$ cat config.mk
export PLATFORM = sky130hd
export DESIGN_NAME = axis_result_tx
export DESIGN_NICKNAME = d
export VERILOG_FILES = /design/src/rtl/nn_stream_pkg.sv /design/src/rtl/axis_result_tx_vec_slot.sv /design/src/rtl/axis_result_tx.sv
export SDC_FILE = /design/constraint.sdc
export NUM_CORES = 1
export LEC_CHECK = 0
export BUFFER_PORTS_ARGS = -buffer_cell sky130_fd_sc_hd__buf_2
export CAP_MARGIN = 20
export CORE_ASPECT_RATIO = 1.4
export CORE_MARGIN = 2
export CORE_UTILIZATION = 30
export CTS_CLUSTER_DIAMETER = 80
export DETAILED_ROUTE_END_ITERATION = 10
export PLACE_DENSITY = 0.5
export SETUP_SLACK_MARGIN = 0.2
export SLEW_MARGIN = 25
export SYNTH_ARGS = -nofsm -noshare
export SYNTH_HDL_FRONTEND = slang
export SYNTH_SLANG_ARGS = --single-unit
$ cat constraint.sdc
create_clock -name clk -period 17.25 [get_ports clk]
set_input_delay 4.3125 -clock clk [delete_from_list [all_inputs] [get_ports clk]]
set_output_delay 4.3125 -clock clk [all_outputs]
set_load 0.01 [all_outputs]
$ cat src/rtl/nn_stream_pkg.sv
// Shared types and sizing helpers for the result streaming path.
package nn_stream_pkg;

  typedef enum logic {IDLE, SEND} tx_state_t;

  localparam int DEF_NUM_ELEM = 10;

  function automatic int beats_per_frame(input int num_elem, input int append_class);
    return num_elem + ((append_class != 0) ? 1 : 0);
  endfunction

  // Room for the class beat plus one spare code, so the counter never aliases.
  function automatic int beat_cnt_w(input int num_elem);
    return $clog2(num_elem + 2);
  endfunction

  localparam int BEAT_CNT_W = $clog2(DEF_NUM_ELEM + 2);

endpackage

$ cat src/rtl/axis_result_tx_vec_slot.sv
// One-deep holding register for a vector plus its class index.
module vec_slot #(
  parameter int W = 176
) (
  input  logic         clk,
  input  logic         rst,
  input  logic         load,
  input  logic         take,
  input  logic [W-1:0] din,
  output logic [W-1:0] dout,
  output logic         full
);

  logic [W-1:0] data_q, data_d;
  logic         full_q, full_d;

  // A take and a load in the same cycle leave the slot full with the new entry.
  always_comb begin
    data_d = load ? din : data_q;
    full_d = load | (full_q & ~take);
  end

  always_ff @(posedge clk or posedge rst) begin
    if (rst) begin
      data_q <= '0;
      full_q <= 1'b0;
    end else begin
      data_q <= data_d;
      full_q <= full_d;
    end
  end

  assign dout = data_q;
  assign full = full_q;

endmodule

$ cat src/rtl/axis_result_tx.sv
// AXI-Stream master that serialises the final-layer output vector, optionally
// followed by the class index, with a one-deep pending slot for back-to-back inferences.
module axis_result_tx
  import nn_stream_pkg::*;
#(
  parameter int NUM_ELEM     = 10,
  parameter int DATA_WIDTH   = 16,
  parameter int APPEND_CLASS = 1,
  parameter int CNT_WIDTH    = 16
) (
  input  logic                           clk,
  input  logic                           rst,
  input  logic                           vec_valid,
  input  logic [NUM_ELEM*DATA_WIDTH-1:0] vec_data,
  input  logic [DATA_WIDTH-1:0]          class_idx,
  output logic [DATA_WIDTH-1:0]          m_axis_tdata,
  output logic                           m_axis_tvalid,
  input  logic                           m_axis_tready,
  output logic                           m_axis_tlast,
  output logic                           busy,
  output logic                           overflow,
  input  logic                           clr_overflow,
  output logic [CNT_WIDTH-1:0]           frame_cnt,
  output logic [CNT_WIDTH-1:0]           drop_cnt
);

  localparam int BEATS = beats_per_frame(NUM_ELEM, APPEND_CLASS);
  localparam int BCW   = beat_cnt_w(NUM_ELEM);
  localparam int FRM_W = (NUM_ELEM + 1) * DATA_WIDTH;
  localparam logic [BCW-1:0]       LAST_BEAT = BCW'(BEATS - 1);
  localparam logic [CNT_WIDTH-1:0] CNT_MAX   = '1;

  tx_state_t            state_q, state_d;
  logic [FRM_W-1:0]     sreg_q, sreg_d;
  logic [BCW-1:0]       beat_q, beat_d;
  logic [CNT_WIDTH-1:0] frame_cnt_q, frame_cnt_d;
  logic [CNT_WIDTH-1:0] drop_cnt_q, drop_cnt_d;
  logic                 overflow_q, overflow_d;
  logic                 busy_q, busy_d;

  logic             slot_load, slot_take, slot_full, drop, hs, fin;
  logic [FRM_W-1:0] slot_dout, in_frm;

  // Class index rides on top so it reaches the low lane after the last element.
  assign in_frm = {class_idx, vec_data};

  vec_slot #(.W(FRM_W)) u_pend (
    .clk  (clk),
    .rst  (rst),
    .load (slot_load),
    .take (slot_take),
    .din  (in_frm),
    .dout (slot_dout),
    .full (slot_full)
  );

  assign m_axis_tvalid = (state_q == SEND);
  assign m_axis_tdata  = sreg_q[DATA_WIDTH-1:0];
  assign m_axis_tlast  = m_axis_tvalid & (beat_q == LAST_BEAT);
  assign hs  = m_axis_tvalid & m_axis_tready;
  assign fin = hs & (beat_q == LAST_BEAT);

  always_comb begin
    state_d     = state_q;
    sreg_d      = sreg_q;
    beat_d      = beat_q;
    frame_cnt_d = frame_cnt_q;
    drop_cnt_d  = drop_cnt_q;
    overflow_d  = overflow_q;
    slot_load   = 1'b0;
    slot_take   = 1'b0;
    drop        = 1'b0;
    case (state_q)
      IDLE: begin
        if (vec_valid) begin
          sreg_d  = in_frm;
          beat_d  = '0;
          state_d = SEND;
        end
      end
      SEND: begin
        if (fin) begin
          frame_cnt_d = frame_cnt_q + 1'b1;
          beat_d      = '0;
          if (slot_full) begin
            sreg_d    = slot_dout;
            slot_take = 1'b1;
          end else if (vec_valid) begin
            sreg_d = in_frm;
          end else begin
            state_d = IDLE;
          end
        end else if (hs) begin
          sreg_d = sreg_q >> DATA_WIDTH;
          beat_d = beat_q + 1'b1;
        end
        // On a final beat with the slot full, the slot drains this cycle and can take the new vector.
        if (vec_valid && !(fin && !slot_full)) begin
          if (slot_full && !fin) drop = 1'b1;
          else                   slot_load = 1'b1;
        end
      end
      default: state_d = IDLE;
    endcase

    if (drop) begin
      overflow_d = 1'b1;
      if (clr_overflow)             drop_cnt_d = CNT_WIDTH'(1);
      else if (drop_cnt_q != CNT_MAX) drop_cnt_d = drop_cnt_q + 1'b1;
    end else if (clr_overflow) begin
      overflow_d = 1'b0;
      drop_cnt_d = '0;
    end

    busy_d = (state_d == SEND) | slot_load | (slot_full & ~slot_take);
  end

  always_ff @(posedge clk or posedge rst) begin
    if (rst) begin
      state_q     <= IDLE;
      sreg_q      <= '0;
      beat_q      <= '0;
      frame_cnt_q <= '0;
      drop_cnt_q  <= '0;
      overflow_q  <= 1'b0;
      busy_q      <= 1'b0;
    end else begin
      state_q     <= state_d;
      sreg_q      <= sreg_d;
      beat_q      <= beat_d;
      frame_cnt_q <= frame_cnt_d;
      drop_cnt_q  <= drop_cnt_d;
      overflow_q  <= overflow_d;
      busy_q      <= busy_d;
    end
  end

  assign busy      = busy_q;
  assign overflow  = overflow_q;
  assign frame_cnt = frame_cnt_q;
  assign drop_cnt  = drop_cnt_q;

endmodule

# ---- Word-level counts from Yosys, hierarchy flattened
# Index checks and enable logic that the tools add are counted.
dict set report totals {
  regBits 392
  latchBits 0
  mem_bits_rw 0
  rom_bits 0
  inputBits 181
  output_inout_bits 52
  memories 0
}
dict set report op_classes {
  addsub 3
  mul 0
  div_mod_pow 0
  order_cmp 0
  eq_ne 4
  shift 0
  n_mux 28
  n_bitwise 9
  n_reduce_logical 11
}
# operator count
set op_table {}
lappend op_table {{$mux W176} 4}
lappend op_table {{$pmux W176 S2} 1}
lappend op_table {{$mux W16} 4}
lappend op_table {{$add A16 B1 Y16 const B} 2}
lappend op_table {{$ne A16 B16 Y1 const B} 1}
lappend op_table {{$mux W1} 14}
lappend op_table {{$mux W4} 3}
lappend op_table {{$pmux W4 S2} 1}
lappend op_table {{$reduce_and A2 Y1} 3}
lappend op_table {{$add A4 B1 Y4 const B} 1}
lappend op_table {{$and A1 B1 Y1} 4}
lappend op_table {{$eq A4 B4 Y1 const B} 1}
lappend op_table {{$reduce_bool A2 Y1} 2}
lappend op_table {{$logic_and A1 B1 Y1} 3}
lappend op_table {{$logic_not A1 Y1} 3}
lappend op_table {{$ne A3 B1 Y1 const B} 1}
lappend op_table {{$or A1 B1 Y1} 3}
lappend op_table {{$ne A2 B2 Y1 const B} 1}
lappend op_table {{$not A1 Y1} 2}
lappend op_table {{$pmux W1 S2} 1}

# ---- Logic depth before layout (Yosys ltp)
dict set report depth {
  ltp_word 9
  ltp_mapped 9
  depth_no_buf 6
}

# ---- By module
# A second synthesis with hierarchy kept.
dict set report unflattened {
  cells_unflattened 1443
  hier_area_um2 18375.1
}
# module n_inst cells_per_inst area_per_inst_um2 seq_area_each_um2
set modules_own_cells {}
lappend modules_own_cells {axis_result_tx 1 1067 11264.6 5380.2}
lappend modules_own_cells {vec_slot 1 376 7110.6 4429.2}

# ---- Worst setup path before layout
# No wires, ideal clock.
dict set report synth_timing {
  path_type {reg-to-output}
  start {register beat_q[0]}
  end {output port m_axis_tlast}
  t_arrival_ns 1.628
  required_ns 12.937
  path_slack_ns 11.310
  path_stages_with_launch 8
  path_cell_list {dfrtp_1 inv_1 ha_1 and3b_1 buf_2 buf_2 buf_1 and2_1}
}
dict set report synth_between {
  elab_chain_len 2
}
# item line
set synth_lines {}
lappend synth_lines {{start: declaration} axis_result_tx.sv:35} ;# logic [BCW-1:0] beat_q, beat_d;
lappend synth_lines {{start signal: assignment} axis_result_tx.sv:130} ;# beat_q <= beat_d;
lappend synth_lines {{$eq A4 B4 Y1} axis_result_tx.sv:59} ;# assign m_axis_tlast = m_axis_tvalid & (beat_q == LAST_BEAT);
lappend synth_lines {{$and A1 B1 Y1} axis_result_tx.sv:59}
lappend synth_lines {{end: declaration} axis_result_tx.sv:19} ;# output logic m_axis_tlast,
# Every way passes these cells.

# ---- Final worst setup path
# Same ends and word-level chain as after synthesis.

==> run summary <==
* **run status** completed
* **Total Routing Usage GR** 17.9%
* **kind of critical path** reg2out
* **core footprint** 58500 µm²
* **count of flip-flops with a built-in enable after synthesis** 0
* **final cell area excluding filler cells** 20900 µm²
* **Synth Flop Type** sky130_fd_sc_hd__dfrtp_1
* **post-synth design cell area** 17700 µm²
* **count of filler cells inserted in the layout** 5778
* **maximum clock insertion buffer count** 3
* **maximum number of pins on one net before global-route repair** 135
* **area occupied by multi-input gates** 7230 µm²
* **# clock sinks** 392
* **Distinct cells, synth** 44
* **# port buffers** 232
* **headroom to the max-slew limit** 28.9%
* **net count after synthesis** 1732
* **area fraction of the dominant cell type after synthesis** 55.4%
* **fraction of registers with async set or reset after synthesis** 100%
* **number of top-level pins** 233
* **Final setup viols** 0
* **total of cells resized after clock tree synthesis** 0
* **post-CTS setup repair buffer count** 0
* **Die ar.** 61000 µm²
* **peak fanout along the critical path** 71
* **die extent in x** 209 µm
* **via density per instance** 5.49
* **H-tree lvl count** 2
* **maximum capacitance violations** 0
* **RSZ-0062 raised after global routing** false
* **clock transition time at the flip-flop clock pins of the worst setup and hold paths** 0.06 ns
* **mean cell area of the mapped netlist** 11.4 µm²
* **drc violations** 0
* **post-detailed-placement half-perimeter wirelength** 33.9 mm
* **final instance count without filler cells** 2482
* **core utilization of the finished layout** 35.7%
* **number of antenna violations at the first check in global routing** 12
* **count of mapped cells out of synthesis** 1547
* **class of the tightest hold or removal check** reg2reg
* **leading cell types by count after synthesis** 392 x sky130_fd_sc_hd__dfrtp_1, 179 x sky130_fd_sc_hd__mux2_2, 176 x sky130_fd_sc_hd__nand2_1
* **number of cells on the worst hold path** 1
* **total leakage power** 0.00925 µW
* **Peak VDD IR** 0.0637 mV
* **required time at the endpoint of the critical path** 12.94 ns
* **GPL Wtd Cong** 0.792
* **final wirelength** 55.8 mm
* **final worst path period need** 6.90 ns
* **nets@finish** 1879
* **Placement Rows** 105
* **routed length per placed instance** 22.5 µm
* **fraction of final layout cells sized beyond drive strength 1** 30.4%
* **Critical Path End Type** primary output
* **CTS tree** yes
* **Final ANT Viol Nets** 0
* **first-pass GRT wire length** 85.6 mm
* **worst hold margin** 0.478 ns
* **worst-margin pin slew** 1.07 ns
* **overflow left after global routing** 0
* **largest cells by area after synthesis** sky130_fd_sc_hd__dfrtp_1 55%, sky130_fd_sc_hd__mux2_2 11%, sky130_fd_sc_hd__a221o_1 7.4%, sky130_fd_sc_hd__nand3_1 4.2%, sky130_fd_sc_hd__a21oi_1 4.0%
* **Setup Total Neg Slack** 0 ns
* **depth of the most critical reg-to-reg path** 8
* **Inserted Clock Buffers** 43
* **kind of start point of the critical path** flop
* **number of pins exceeding their max-slew limit in the final report** 0
* **die height** 291 µm
* **Sequential Area** 9810 µm²
* **Via Count** 13615
* **cell type contributing the most total cell area after synthesis** sky130_fd_sc_hd__dfrtp_1
* **post-placement cell count** 2397
* **number of hold buffers added after CTS** 0
* **top-count cell post-synth** sky130_fd_sc_hd__dfrtp_1
* **clock tree root buffer cell** sky130_fd_sc_hd__clkbuf_16
* **Post-Place Cell Area** 19300 µm²
* **Yosys reg bits** 392
* **period utilisation layout** 40.0%
* **Max Clock Freq** 0.145 GHz
* **clock latency on the worst-skew pair** 0.55 ns
* **post-route clock skew** 0.0175 ns
* **Initial DRC Count** 1317
* **register area share after synthesis** 55.4%
* **Yosys warnings** 0
* **1st-pass router iterations** 5
* **synthesis-to-layout area growth** 17.9%
* **number of global-route vias before repair** 13783
* **Pwr Density** 159 nW/µm²
* **final number of hold-violating endpoints** 0
* **Starting Density** 30.3%
* **signal arrival time at the worst endpoint** 2.59 ns
area by class of cell:
cell class | count | share of cell area [%]
tap | 749 | 4.49
inverter | 8 | 0.204
clock inverter | 17 | 0.701
clock buffer | 62 | 6.37
multi-input combinational | 994 | 34.7
sequential | 392 | 47.0
timing repair buffer | 255 | 6.52
antenna | 5 | 0.0599
worst paths after layout:
| path | start | end | slack, ns |
|---|---|---|---|
| max | beat_q[0]$_DFFE_PP0P_ | m_axis_tlast | 10.35 |
| min | frame_cnt[15]$_DFFE_PP0P_ | frame_cnt[15]$_DFFE_PP0P_ | 0.48 |
| max reg2reg | beat_q[0]$_DFFE_PP0P_ | sreg_q[160]$_DFFE_PP0P_ | 13.27 |
| min reg2reg | frame_cnt[15]$_DFFE_PP0P_ | frame_cnt[15]$_DFFE_PP0P_ | 0.48 |
| max in group asynchronous | rst | sreg_q[129]$_DFFE_PP0P_ | 11.46 |
| min in group asynchronous | rst | sreg_q[35]$_DFFE_PP0P_ | 3.90 |
stage by stage:
step                      setup WS, ns  power, µW
after floorplan                   2.04       2110
after global placement            9.94       2340
after detailed placement          9.93       2380
after CTS                        10.31       3350
after global routing             10.21       3510
final                            10.35       3320
flip-flops by register name, indices dropped and copies added, names as in the netlist:
name	flops
sreg_q	176
u_pend.dout	176
drop_cnt	16
frame_cnt	16
beat_q	4
busy	1
m_axis_tvalid	1
overflow	1
u_pend.full	1
power by group:
part / internal [µW] / total [µW] / leakage [µW] / switching (µW)
registers: 1290 / 1530 / 0.00504 / 239
logic: 429 / 833 / 0.00347 / 404
clock network: 566 / 958 / 0.000735 / 393
cell usage in the layout (no fill, tap or decap), drive strengths merged, types with 4 or more instances in the layout:
cell type and count:
xor2 4, nand2 176, nand3 148, a21oi 140, buf 255, nor2b 4
clkbuf 62, a21o 17, o41ai 4, o21ai 10, mux2 179, a22o 16
clkinv 13, or4 7, o211ai 31, a22oi 29, nor2 6, nand4 9
mux2i 30, ha 4, inv 7, dfrtp 392, nor3 4, a221o 131
diode 5, xnor2 13, o31ai 6
kinds of logic (layout without fill, tap and decap cells):
kind of cell	after synthesis	after routing	synth area share, %
muxes	209	209	13.1
AOI/OAI and AO/OA	390	390	16.5
buffers and inverters	161	342	4.08
other	0	5	0
adders and majority gates	4	4	0.283
and+or+nand+nor	374	374	9.86
DFF	392	392	55.4
xor gates and xnor gates	17	17	0.841
metal layers:
metal / wire (µm) / part of all wire (%) / GRT usage (%)
met4: 1810 / 3.2 / 6.45
met5: 40 / 0.072 / 0
met1: 25100 / 45 / 24.5
met3: 2610 / 4.7 / 2.66
met2: 26200 / 47 / 28.8
worst max-delay path, cell delays in order (launching register included):
cell,delay [ns]
sky130_fd_sc_hd__dfrtp_1,0.42
sky130_fd_sc_hd__inv_1,0.07
sky130_fd_sc_hd__ha_1,0.23
sky130_fd_sc_hd__and3b_4,0.20
sky130_fd_sc_hd__buf_4,0.78
sky130_fd_sc_hd__and2_1,0.22
sky130_fd_sc_hd__buf_2,0.13
Power figures use the tool's default switching activity.
